## src/rtl/fpga_top_level.sv

```systemverilog
// Sprite-table VGA engine: host-loaded shadow registers are committed to a sprite table and drawn over 640x480 timing.
// Define FPGA_TEST_PATTERN_EN to fill uncovered visible pixels with a coordinate gradient instead of black.
module fpga_top_level #(
  parameter int unsigned NUM_SPRITES = 16
) (
  input  logic       clk50,
  input  logic       reset,
  input  logic [7:0] hps_writedata,
  input  logic [2:0] hps_address,
  input  logic       hps_write,
  input  logic       hps_chipselect,
  output logic       vga_clk,
  output logic [7:0] vga_r,
  output logic [7:0] vga_g,
  output logic [7:0] vga_b,
  output logic       vga_hs,
  output logic       vga_vs,
  output logic       vga_blank_n,
  output logic       vga_sync_n
);

  typedef struct packed {
    logic [7:0] r;
    logic [7:0] g;
    logic [7:0] b;
    logic [7:0] size;
    logic [7:0] xpos;
    logic [7:0] ypos;
  } sprite_t;

  localparam logic [9:0] H_VIS        = 10'd640;
  localparam logic [9:0] H_SYNC_START = 10'd656;
  localparam logic [9:0] H_SYNC_END   = 10'd752;
  localparam logic [9:0] H_LAST       = 10'd799;
  localparam logic [9:0] V_VIS        = 10'd480;
  localparam logic [9:0] V_SYNC_START = 10'd490;
  localparam logic [9:0] V_SYNC_END   = 10'd492;
  localparam logic [9:0] V_LAST       = 10'd524;

  sprite_t    shadow_q;
  sprite_t    table_q [NUM_SPRITES];

  logic       vga_clk_q;
  logic [9:0] hcount_q, vcount_q;
  logic [7:0] r_q, g_q, b_q;
  logic [7:0] r_d, g_d, b_d;
  logic       hs_q, vs_q, blank_n_q;
  logic       hs_d, vs_d, blank_n_d;

  logic        hit;
  logic [23:0] hit_rgb;
  logic [10:0] h11, v11, x0, y0, x1, y1;
  logic        active;

  always_ff @(posedge clk50 or negedge reset) begin
    if (!reset) begin
      shadow_q <= '0;
      for (int unsigned i = 0; i < NUM_SPRITES; i++) table_q[i] <= '0;
    end else if (hps_write && hps_chipselect) begin
      case (hps_address)
        3'd0: shadow_q.r    <= hps_writedata;
        3'd1: shadow_q.g    <= hps_writedata;
        3'd2: shadow_q.b    <= hps_writedata;
        3'd3: shadow_q.size <= hps_writedata;
        3'd4: shadow_q.xpos <= hps_writedata;
        3'd5: shadow_q.ypos <= hps_writedata;
        3'd6: begin
          // Out-of-range indices match no entry, so the copy is dropped.
          for (int unsigned i = 0; i < NUM_SPRITES; i++)
            if (hps_writedata == 8'(i)) table_q[i] <= shadow_q;
        end
        default: ;
      endcase
    end
  end

  // Later entries overwrite earlier hits, giving the highest index priority.
  always_comb begin
    hit     = 1'b0;
    hit_rgb = '0;
    h11     = {1'b0, hcount_q};
    v11     = {1'b0, vcount_q};
    x0      = '0;
    y0      = '0;
    x1      = '0;
    y1      = '0;
    for (int unsigned i = 0; i < NUM_SPRITES; i++) begin
      x0 = {1'b0, table_q[i].xpos, 2'b00};
      y0 = {2'b00, table_q[i].ypos, 1'b0};
      x1 = x0 + {3'b000, table_q[i].size};
      y1 = y0 + {3'b000, table_q[i].size};
      if (table_q[i].size != 8'd0 && h11 >= x0 && h11 < x1 && v11 >= y0 && v11 < y1) begin
        hit     = 1'b1;
        hit_rgb = {table_q[i].r, table_q[i].g, table_q[i].b};
      end
    end
  end

  always_comb begin
    active    = (hcount_q < H_VIS) && (vcount_q < V_VIS);
    hs_d      = !(hcount_q >= H_SYNC_START && hcount_q < H_SYNC_END);
    vs_d      = !(vcount_q >= V_SYNC_START && vcount_q < V_SYNC_END);
    blank_n_d = active;
    {r_d, g_d, b_d} = '0;
    if (active) begin
      if (hit) begin
        {r_d, g_d, b_d} = hit_rgb;
      end else begin
`ifdef FPGA_TEST_PATTERN_EN
        {r_d, g_d, b_d} = {hcount_q[7:0], vcount_q[7:0], 8'h80};
`else
        {r_d, g_d, b_d} = '0;
`endif
      end
    end
  end

  // Pixel work happens on the clk50 edge where vga_clk falls, once per pixel period.
  always_ff @(posedge clk50 or negedge reset) begin
    if (!reset) begin
      vga_clk_q <= 1'b0;
      hcount_q  <= '0;
      vcount_q  <= '0;
      r_q       <= '0;
      g_q       <= '0;
      b_q       <= '0;
      hs_q      <= 1'b1;
      vs_q      <= 1'b1;
      blank_n_q <= 1'b0;
    end else begin
      vga_clk_q <= ~vga_clk_q;
      if (vga_clk_q) begin
        r_q       <= r_d;
        g_q       <= g_d;
        b_q       <= b_d;
        hs_q      <= hs_d;
        vs_q      <= vs_d;
        blank_n_q <= blank_n_d;
        if (hcount_q == H_LAST) begin
          hcount_q <= '0;
          vcount_q <= (vcount_q == V_LAST) ? 10'd0 : vcount_q + 10'd1;
        end else begin
          hcount_q <= hcount_q + 10'd1;
        end
      end
    end
  end

  assign vga_clk     = vga_clk_q;
  assign vga_r       = r_q;
  assign vga_g       = g_q;
  assign vga_b       = b_q;
  assign vga_hs      = hs_q;
  assign vga_vs      = vs_q;
  assign vga_blank_n = blank_n_q;
  assign vga_sync_n  = 1'b0;

endmodule

```

## config.mk

```make
export PLATFORM = sky130hd
export DESIGN_NAME = fpga_top_level
export DESIGN_NICKNAME = d
export VERILOG_FILES = /design/src/rtl/fpga_top_level.sv
export SDC_FILE = /design/constraint.sdc
export NUM_CORES = 2
export LEC_CHECK = 0
export CAP_MARGIN = 20
export CORE_UTILIZATION = 70
export DETAILED_ROUTE_END_ITERATION = 8
export DONT_BUFFER_PORTS = 1
export PLACE_DENSITY_LB_ADDON = 0.08
export SLEW_MARGIN = 0
export SYNTH_ARGS = -nofsm -noshare
export SYNTH_HDL_FRONTEND = slang
export SYNTH_SLANG_ARGS = --single-unit
```

## constraint.sdc

```tcl
create_clock -name clk50 -period 11.4 [get_ports clk50]
set_input_delay 2.28 -clock clk50 [delete_from_list [all_inputs] [get_ports clk50]]
set_output_delay 2.28 -clock clk50 [all_outputs]
set_load 0.02 [all_outputs]
```

==> impl_metrics.tcl <==
set metrics [dict create \
    status "finished, violations left" \
    failed_checks "slew limit" \
    drive_gt1_share_pct 16.1 \
    required_ns 11.99 \
    power_switching_mw 1.87 \
    drt_drc_violations_left 0 \
    slew_violations 326 \
    wl_per_cell_um 25.7 \
    vias_per_cell 6.71 \
    swShare_pct 26.7 \
    rows 103 \
    p_comb_share_pct 5.8 \
    crit_path_end_kind "register" \
    die_y_um 285 \
    finalSetupViolCount 0 \
    ys_ff_latch 864 \
    yosysUniqueCellTypes 78 \
    place_area_um2 57100 \
    gr-total-overflow 0 \
    crit_family "compound AO/OA/AOI/OAI gates" \
    synth_edf_count 0 \
    first_pass_iters 8 \
    synth_largest_area_cell "dfrtp_1" \
    cts_tree "done" \
    slowest_delay_ns 0.91 \
    multi_input_area_um2 31900 \
    path_cells "ha_1, fa_1, a21oi_1, nor2_1, nor2_1, o21bai_1, a21oi_1, nor2b_1, o21ai_0, ha_1, a21oi_1, o21ai_0, a2111oi_0, nand4bb_2, buf_4, nand2_1, nor4_2, a31oi_4, o21ai_0, a211oi_1" \
    post-route-period-util_pct 52.9 \
    seqPwrFrac_pct 47.6 \
    io_pins 44 \
    core_area_um2 79000 \
    worstMarginPinSlew_ns 1.90 \
    placed_cells 6325 \
    skew_ns 0.0568 \
    synthTopCellsByArea "dfrtp_1 (39%), ha_1 (17%), mux2_2 (12%)" \
    regArea_um2 21600 \
    maxCapViolCount 0 \
    grt_pass1_wl_um 256000 \
    synthTopCellsByCount "dfrtp_1 (862), ha_1 (756), mux2_2 (585), inv_1 (430), o21ai_0 (424)" \
    ant_nets 0 \
    synth_seq_area_share_pct 38.6 \
    avgSynthCellArea_um2 10.3 \
    cts.path.max_buffers 3 \
    cts_buffers 93 \
    clock.fmax_mhz 166 \
    ir_worst_vdd_uv 127 \
    p_clk_share_pct 46.6 \
    slew-limit-headroom_pct -26.6 \
    hold_violations 0 \
    finalInstanceArea_um2 60500 \
    track_usage_pct 41.4 \
    antenna_found_initial 9 \
    internal-power_mw 5.13 \
    arrival_ns 6.63 \
    numClockSinks 864 \
    worst-path-max-fanout 24 \
    cp-start-kind "register" \
    grt_pass1_vias 43800 \
    die_area_um2 81100 \
    hpwl_um 105000 \
    finalNonFillerCells 6502 \
    hold_buffers 0 \
    hp-class "register to register" \
    rsz0062_at_grt "false" \
    gp_congestion 0.928 \
    start_util_pct 70.8 \
    synth_nets 6237 \
    yosysMostFrequentCell "dfrtp_1" \
    synth.cell_area_um2 56000 \
    clk_latency_ns 0.71 \
    clk_pin_slew_worst_paths_ns 0.06 \
    postCtsSetupRepairBufs 0 \
    dr_total_vias 43600 \
    power.total_mw 7.00 \
    synthToLayoutAreaGrowth_pct 8.06 \
    path_class "register to register" \
    synthArstFlopShare_pct 100 \
    power_density_nw_per_um2 116 \
    clock-root-buffer "clkbuf_16" \
    drt-initial-drc-count 4535 \
    synth_top_area_share_pct 38.5 \
    synthFlopType "dfrtp_1" \
    layout.nets 6178 \
    grt_max_degree 865 \
    fillers 5433 \
    syn_inst 5434 \
    period_needed_ns 6.03 \
    crit_slowest_cell "a31oi_4" \
    tns_ns 0 \
    p_leak_nw 31.6 \
    cts_resized 0 \
    path_buf_inv 1 \
    drt_wl_total_um 167000 \
    ys_warn_count 0 \
    fp.dieW_um 285 \
    htreeDepth 3 \
    io_buffer_count 0 \
]
==> cell type report <==
cell class / instances / share of cell area [%]
Multi-Input combinational cell: 3900 / 52.7
Sequential cell: 864 / 35.8
Clock buffer: 125 / 4.23
Inverter: 430 / 2.67
Tap cell: 1050 / 2.17
Clock inverter: 44 / 1.22
Timing Repair Buffer: 86 / 1.17
Antenna cell: 3 / 0.0124
==> through the flow <==
| step | hold WS [ns] | utilization (%) | setup slack (ns) |
|---|---|---|---|
| after detailed placement | 0.487 | 72.2 | 5.49 |
| after global routing | 0.513 | 76.5 | 5.08 |
| after CTS | 0.500 | 76.4 | 5.47 |
| after global placement | 0.481 | 72.2 | 5.67 |
| final | 0.499 | 76.5 | 5.37 |
| after floorplan | 0.471 | - | 6.81 |
==> state kept, by name, summed over array words and instances (netlist names) <==
register	cells
hcount_q	10
shadow_q	48
table_q	768
vcount_q	10
vga_b	8
vga_blank_n	1
vga_clk	1
vga_g	8
vga_hs	1
vga_r	8
vga_vs	1
==> placed cells by master (no fill, tap or decap), drive strengths merged, types with 22 or more instances in the layout <==
cell / synthesis / layout
o21ai: 428 / 428
clkbuf: 175 / 126
nand2: 371 / 371
nor3: 53 / 53
a21oi: 304 / 304
nand2b: 77 / 77
xor2: 45 / 45
o211ai: 70 / 70
fa: 32 / 32
clkinv: 0 / 23
dfrtp: 862 / 862
a22oi: 38 / 38
nand4: 22 / 22
a21o: 82 / 82
o21a: 34 / 34
o21bai: 71 / 71
buf: 65 / 85
inv: 430 / 431
nor2: 193 / 193
nor2b: 65 / 65
ha: 756 / 756
o221ai: 24 / 24
a221o: 24 / 24
xnor2: 149 / 149
a31oi: 61 / 61
a221oi: 32 / 32
nor4: 54 / 54
a211oi: 47 / 47
mux2: 585 / 585
nand3: 61 / 61
==> per-layer routing <==
layer | global-route usage [%] | part of all wire (%)
met5 | 0 | 0.018
met4 | 23.1 | 6.3
met3 | 7.73 | 8.9
met2 | 65.8 | 46
met1 | 53.5 | 39
==> path summary, 6_finish.rpt <==
path                       cells after the start         start           end  slack [ns]
max reg2reg                                   20  table_q[384]      vga_r[7]        5.37
min in group asynchronous                      0         reset  table_q[592]        1.32
min                                            1   table_q[44]   table_q[44]        0.50
min reg2reg                                    1   table_q[44]   table_q[44]        0.50
max in group asynchronous                      2         reset  table_q[233]        7.53
max                                           20  table_q[384]      vga_r[7]        5.37
==> kinds of logic after synthesis <==
family                   synth area share, %
AND/OR/NAND/NOR                         8.02
XOR/XNOR                                3.04
adder cells (fa/ha/maj)                 18.0
other                                0.00670
multiplexers                            11.8
buffers and inverters                   4.70
AO/OA/AOI/OAI                           15.8
flip-flops                              38.6
==> power by group through the flow <==
stage / Sequential (mW) / Combinational (mW) / Clock (mW)
floorplan: 3.22 / 0.228 / 0
global placement: 3.37 / 0.330 / 0
detailed placement: 3.37 / 0.336 / 0
CTS: 3.32 / 0.339 / 3.28
global route: 3.33 / 0.422 / 3.39
finish: 3.33 / 0.406 / 3.26
(Power assumes the default switching activity.)
